## src/rtl/logic_unit_pipe.sv

```systemverilog
// logic_unit_pipe
//   WIDTH-bit bitwise logic unit (NAND, AND, OR, NOR, XOR, XNOR, NOT-A, PASS-A)
//   followed by a STAGES-deep elastic valid/ready pipeline. Op 0 is NAND,
//   so the block can stand in for an array of NAND primitives with a
//   registered, back-pressured result.
//
// Ports:
//   clk, reset           clock; synchronous active-high reset
//   in_valid / in_ready  upstream handshake (accept = in_valid & in_ready)
//   in_op, in_a, in_b    operation select and operands
//   out_valid/out_ready  downstream handshake (deliver = out_valid & out_ready)
//   out_y                result, straight from the last stage register
//   op_count             wrapping count of delivered results
//   out_zero, out_ones   result flags, present only with LOGIC_UNIT_PIPE_FLAGS_EN
//
// Optional feature macro: LOGIC_UNIT_PIPE_FLAGS_EN
module logic_unit_pipe #(
    parameter int WIDTH  = 16,
    parameter int STAGES = 2,
    parameter int CNT_W  = 16
) (
    input  logic             clk,
    input  logic             reset,
    input  logic             in_valid,
    output logic             in_ready,
    input  logic [2:0]       in_op,
    input  logic [WIDTH-1:0] in_a,
    input  logic [WIDTH-1:0] in_b,
    output logic             out_valid,
    input  logic             out_ready,
    output logic [WIDTH-1:0] out_y,
    output logic [CNT_W-1:0] op_count
`ifdef LOGIC_UNIT_PIPE_FLAGS_EN
    ,
    output logic             out_zero,
    output logic             out_ones
`endif
);

    typedef enum logic [2:0] {
        OP_NAND = 3'd0,
        OP_AND  = 3'd1,
        OP_OR   = 3'd2,
        OP_NOR  = 3'd3,
        OP_XOR  = 3'd4,
        OP_XNOR = 3'd5,
        OP_NOTA = 3'd6,
        OP_PASS = 3'd7
    } op_e;

    logic [STAGES-1:0]            vld;
    logic [STAGES-1:0][WIDTH-1:0] data;
    logic [STAGES:0]              rdy;
    logic [WIDTH-1:0]             res;

    always_comb begin
        res = '0;
        case (op_e'(in_op))
            OP_NAND: res = ~(in_a & in_b);
            OP_AND:  res = in_a & in_b;
            OP_OR:   res = in_a | in_b;
            OP_NOR:  res = ~(in_a | in_b);
            OP_XOR:  res = in_a ^ in_b;
            OP_XNOR: res = ~(in_a ^ in_b);
            OP_NOTA: res = ~in_a;
            OP_PASS: res = in_a;
            default: res = '0;
        endcase
    end

    // ready_k = ~valid_k | ready_{k+1} unrolled: a stage can load if any
    // stage from it to the output is empty, or the output is being taken.
    assign rdy[STAGES] = out_ready;
    for (genvar k = 0; k < STAGES; k++) begin : g_rdy
        assign rdy[k] = out_ready | ~(&vld[STAGES-1:k]);
    end

    // Reads 1 throughout reset even when the pipe was full; no accept happens
    // then because the reset branch below overrides every load.
    assign in_ready  = rdy[0] | reset;
    assign out_valid = vld[STAGES-1];
    assign out_y     = data[STAGES-1];

    always_ff @(posedge clk) begin
        if (reset) begin
            vld[0]   <= 1'b0;
            data[0]  <= '0;
            op_count <= '0;
        end else begin
            if (rdy[0]) begin
                vld[0] <= in_valid;
                if (in_valid) data[0] <= res;
            end
            if (out_valid && out_ready) op_count <= op_count + 1'b1;
        end
    end

    for (genvar k = 1; k < STAGES; k++) begin : g_stage
        always_ff @(posedge clk) begin
            if (reset) begin
                vld[k]  <= 1'b0;
                data[k] <= '0;
            end else if (rdy[k]) begin
                vld[k] <= vld[k-1];
                if (vld[k-1]) data[k] <= data[k-1];
            end
        end
    end

`ifdef LOGIC_UNIT_PIPE_FLAGS_EN
    logic [STAGES-1:0] zf;
    logic [STAGES-1:0] of;

    assign out_zero = zf[STAGES-1];
    assign out_ones = of[STAGES-1];

    always_ff @(posedge clk) begin
        if (reset) begin
            zf[0] <= 1'b0;
            of[0] <= 1'b0;
        end else if (rdy[0] && in_valid) begin
            zf[0] <= (res == '0);
            of[0] <= (res == '1);
        end
    end

    for (genvar k = 1; k < STAGES; k++) begin : g_flag
        always_ff @(posedge clk) begin
            if (reset) begin
                zf[k] <= 1'b0;
                of[k] <= 1'b0;
            end else if (rdy[k] && vld[k-1]) begin
                zf[k] <= zf[k-1];
                of[k] <= of[k-1];
            end
        end
    end
`endif

endmodule

```

## config.mk

```make
export PLATFORM = sky130hd
export DESIGN_NAME = logic_unit_pipe
export DESIGN_NICKNAME = d
export VERILOG_FILES = /design/src/rtl/logic_unit_pipe.sv
export SDC_FILE = /design/constraint.sdc
export NUM_CORES = 1
export LEC_CHECK = 0
export BUFFER_PORTS_ARGS = -buffer_cell sky130_fd_sc_hd__buf_2
export CAP_MARGIN = 20
export CORE_MARGIN = 1
export CORE_UTILIZATION = 55
export DETAILED_ROUTE_END_ITERATION = 10
export PLACE_DENSITY = 0.8
export SLEW_MARGIN = 20
export SYNTH_ARGS = -nofsm -noshare
export SYNTH_HDL_FRONTEND = slang
export SYNTH_SLANG_ARGS = --single-unit
```

## constraint.sdc

```tcl
create_clock -name clk -period 2.2 [get_ports clk]
set_input_delay 0.44 -clock clk [delete_from_list [all_inputs] [get_ports clk]]
set_output_delay 0.44 -clock clk [all_outputs]
set_load 0.02 [all_outputs]
```

==> out/qor.csv <==
stage,metric,value,unit
cells_and_area,antenna_cells,0,
setup_path,critPathLaunchType,flop,
global_routing,grt_overflow,0,
global_routing,grt_max_degree,29,
yosys,ys_async_sr_fraction,0,
yosys,avgSynthCellArea,7.951,µm²
yosys,synth.distinct_cells,41,
yosys,synth_top_cell_by_area,dfxtp_1,
timing,hold_ws,0.3803,ns
drt,dr.pass1.iters,4,
cells_and_area,drive_gt1_frac,0.2085,
setup_path,cp_max_fo,4,
global_routing,grt_pass1_wl,12.36,mm
clock_network,path_clk_slew,0.09,ns
cells_and_area,instances_no_fill,569,
clock_network,postCtsHoldBufs,0,
placed_design,dp_hpwl,5.792,mm
run_status,status,completed,
floorplan,io_pins,73,
yosys,synthTopCellsByArea,"dfxtp_1 (28%), ha_1 (12%), nand2_1 (6.7%)",
drt,drc,0,
drt,routedWlPerCell,13.23,µm
cells_and_area,nets,565,
clock_network,numCtsBuffers,5,
floorplan,core_area,6061,µm²
yosys,syn-instance-count,443,
cells_and_area,areaGrowthSynthToFinish,11.83,%
global_routing,grt_pass1_vias,2798,
cells_and_area,fillers,544,
clock_network,clkLatencyLatePin,0.30,ns
floorplan,row_count,28,
drt,totalWireLength,7.530,mm
floorplan,die_x,82.03,µm
yosys,synth_top_area_share,0.2842,
pwr,ir_worst_vdd,0.0002616,V
timing,hold_viol,0,
worst_hold_path,min_path_type,input port to flop,
floorplan,dieArea,6728,µm²
setup_path,arrival,2.08,ns
floorplan,initial_core_util,0.5811,
timing,clock.fmax,0.5320,GHz
clock_network,htree_levels,2,
global_routing,track_usage,0.2358,
pwr,powerDensity,511.8,nW/µm²
timing,tns,0,ns
flow_run,cap_violations,0,
timing,grt_setup_unrepaired,no,
yosys,synth_seq_cells,50,
yosys,seq_area_frac_synth,0.2842,
drt,drtAntennaViolNets,0,
clock_network,cts_setup_buffers,0,
clock_network,cts_sinks,50,
clock_network,ctsResizeCount,0,
setup_path,rrSetupSlack,0.32,ns
clock_network,tritoncts,built,
timing,slew_headroom,0.5571,
timing,timing.final.crit_share,0.8544,
pwr,power,2.016,mW
setup_path,end_kind,flop,
placed_design,dp_cells,561,
floorplan,dieHeight,82.03,µm
drt,vias_per_cell,5.520,
timing,maxSlewViolCount,0,
clock_network,ctsLongestPathBuffers,2,
yosys,synthesis.area,3522,µm²
yosys,synth_edf_count,0,
setup_path,crit_type,flop to flop,
timing,finalSetupViolCount,0,
drt,vias,3141,
clock_network,root_buffer,clkbuf_8,
yosys,yosysWarnings,0,
placed_design,port_buffers,72,
yosys,synth_fp_nets,515,
global_routing,antenna_found_initial,0,
drt,drt-initial-drc-count,118,
setup_path,cp_data_required_time,2.40,ns
placed_design,finalWeightedCongestion,0.8257,
yosys,synth_flop_cell,dfxtp_1,
timing,finalCriticalPeriod,1.880,ns
timing,tightestPinTransition,0.6613,ns
timing,skew,0.006869,ns
pwr,leakagePower,1.803,nW
[cell usage after synthesis (3+ instances only)]
| cell type | instances |
|---|---|
| nand2_1 | 63 |
| nor3_1 | 9 |
| nand2b_1 | 12 |
| nand3_1 | 11 |
| a32o_1 | 13 |
| a221oi_1 | 3 |
| o21ai_0 | 6 |
| a21oi_1 | 35 |
| or3_1 | 3 |
| a221o_1 | 4 |
| o221ai_1 | 7 |
| o2bb2ai_1 | 7 |
| buf_2 | 9 |
| ha_1 | 33 |
| nor2_1 | 25 |
| and3b_1 | 4 |
| xnor2_1 | 10 |
| clkbuf_1 | 13 |
| inv_1 | 42 |
| dfxtp_1 | 50 |
| a32oi_1 | 4 |
| buf_6 | 3 |
| a211o_1 | 7 |
| nor2b_1 | 8 |
| buf_4 | 17 |
| xor2_1 | 19 |
| nand4_1 | 4 |
| nand3b_1 | 3 |
[worst paths after layout]
kind | from | to | cells after the start
max reg2reg | op_count[0] | op_count[14] | 5
min reg2reg | out_y[8] | out_y[8] | 2
max | op_count[0] | op_count[14] | 5
min | in_valid | vld[0] | 3
[where the power goes]
group | switching, mW | internal, mW | leakage, nW | total [mW]
Clock | 0.299 | 0.339 | 0.0514 | 0.639
Sequential | 0.0241 | 0.940 | 0.407 | 0.964
Combinational | 0.232 | 0.181 | 1.35 | 0.413
Total | 0.556 | 1.46 | 1.80 | 2.02
[cells in the final DEF, fill, tap and decap left out, types with 4 or more instances in the layout]
| master | Yosys | routed |
|---|---|---|
| a211o_1 | 7 | 7 |
| nor2_1 | 25 | 25 |
| xor2_1 | 19 | 19 |
| dfxtp_1 | 50 | 50 |
| nand4_1 | 4 | 4 |
| inv_1 | 42 | 42 |
| and3b_1 | 4 | 4 |
| o21ai_0 | 6 | 6 |
| clkbuf_8 | 0 | 5 |
| a32oi_1 | 4 | 4 |
| a32o_1 | 13 | 13 |
| buf_4 | 17 | 15 |
| xnor2_1 | 10 | 10 |
| nor2b_1 | 8 | 7 |
| o221ai_1 | 7 | 7 |
| nor3_1 | 9 | 9 |
| buf_2 | 9 | 72 |
| a21oi_1 | 35 | 35 |
| nand2_1 | 63 | 63 |
| o2bb2ai_1 | 7 | 7 |
| nand3_1 | 11 | 11 |
| ha_1 | 33 | 33 |
| a221o_1 | 4 | 4 |
| nand2b_1 | 12 | 12 |
[logic make-up after synthesis]
logic type | count (synthesis) | share of synthesized area
compound gates | 92 | 0.1904
flops | 50 | 0.2842
xor+xnor | 29 | 0.07211
fa+ha+maj | 33 | 0.1172
mux | 1 | 0.003197
simple gates | 152 | 0.2135
buf+inv | 86 | 0.1194
[area by class of cell]
type	instances	area, µm²	share of cell area
multi-input combinational	307	2103	0.5340
sequential	50	1001	0.2541
timing repair buffer	87	473.0	0.1201
inverter	42	157.7	0.04003
tap	75	93.84	0.02382
clock buffer	6	72.57	0.01842
clock inverter	2	37.54	0.009530
[stage by stage]
stage               area, µm²  setup WS [ns]  utilization
finish                   3939         0.3203       0.6499
global route             3939         0.1939       0.6499
CTS                      3936         0.3012       0.6495
detailed placement       3826         0.2528       0.6313
global placement         3826         0.3069       0.6313
floorplan                3522         0.2873            -
[registers in the layout, indices dropped and copies added, names as in the netlist]
register,flops
out_valid,1
data,16
vld,1
op_count,16
out_y,16
[critical path, cell delays in order (launching register included)]
cell and delay, ns:
dfxtp_1 0.39, ha_1 0.21, nand4_1 0.15, or3_2 0.51
nor3_1 0.16, mux2_2 0.36
[per-layer routing]
metal / wire length (µm) / part of all wire / vias to the layer above / global-route usage
met3: 398 / 0.053 / 7 / 0.02778
met2: 3622 / 0.48 / 96 / 0.4231
met4: 76 / 0.010 / 0 / 0.06316
li1: - / - / 1601 / -
met1: 3433 / 0.46 / 1437 / 0.2944
met5: 0 / 0 / - / 0
Power figures use the tool's default switching activity.
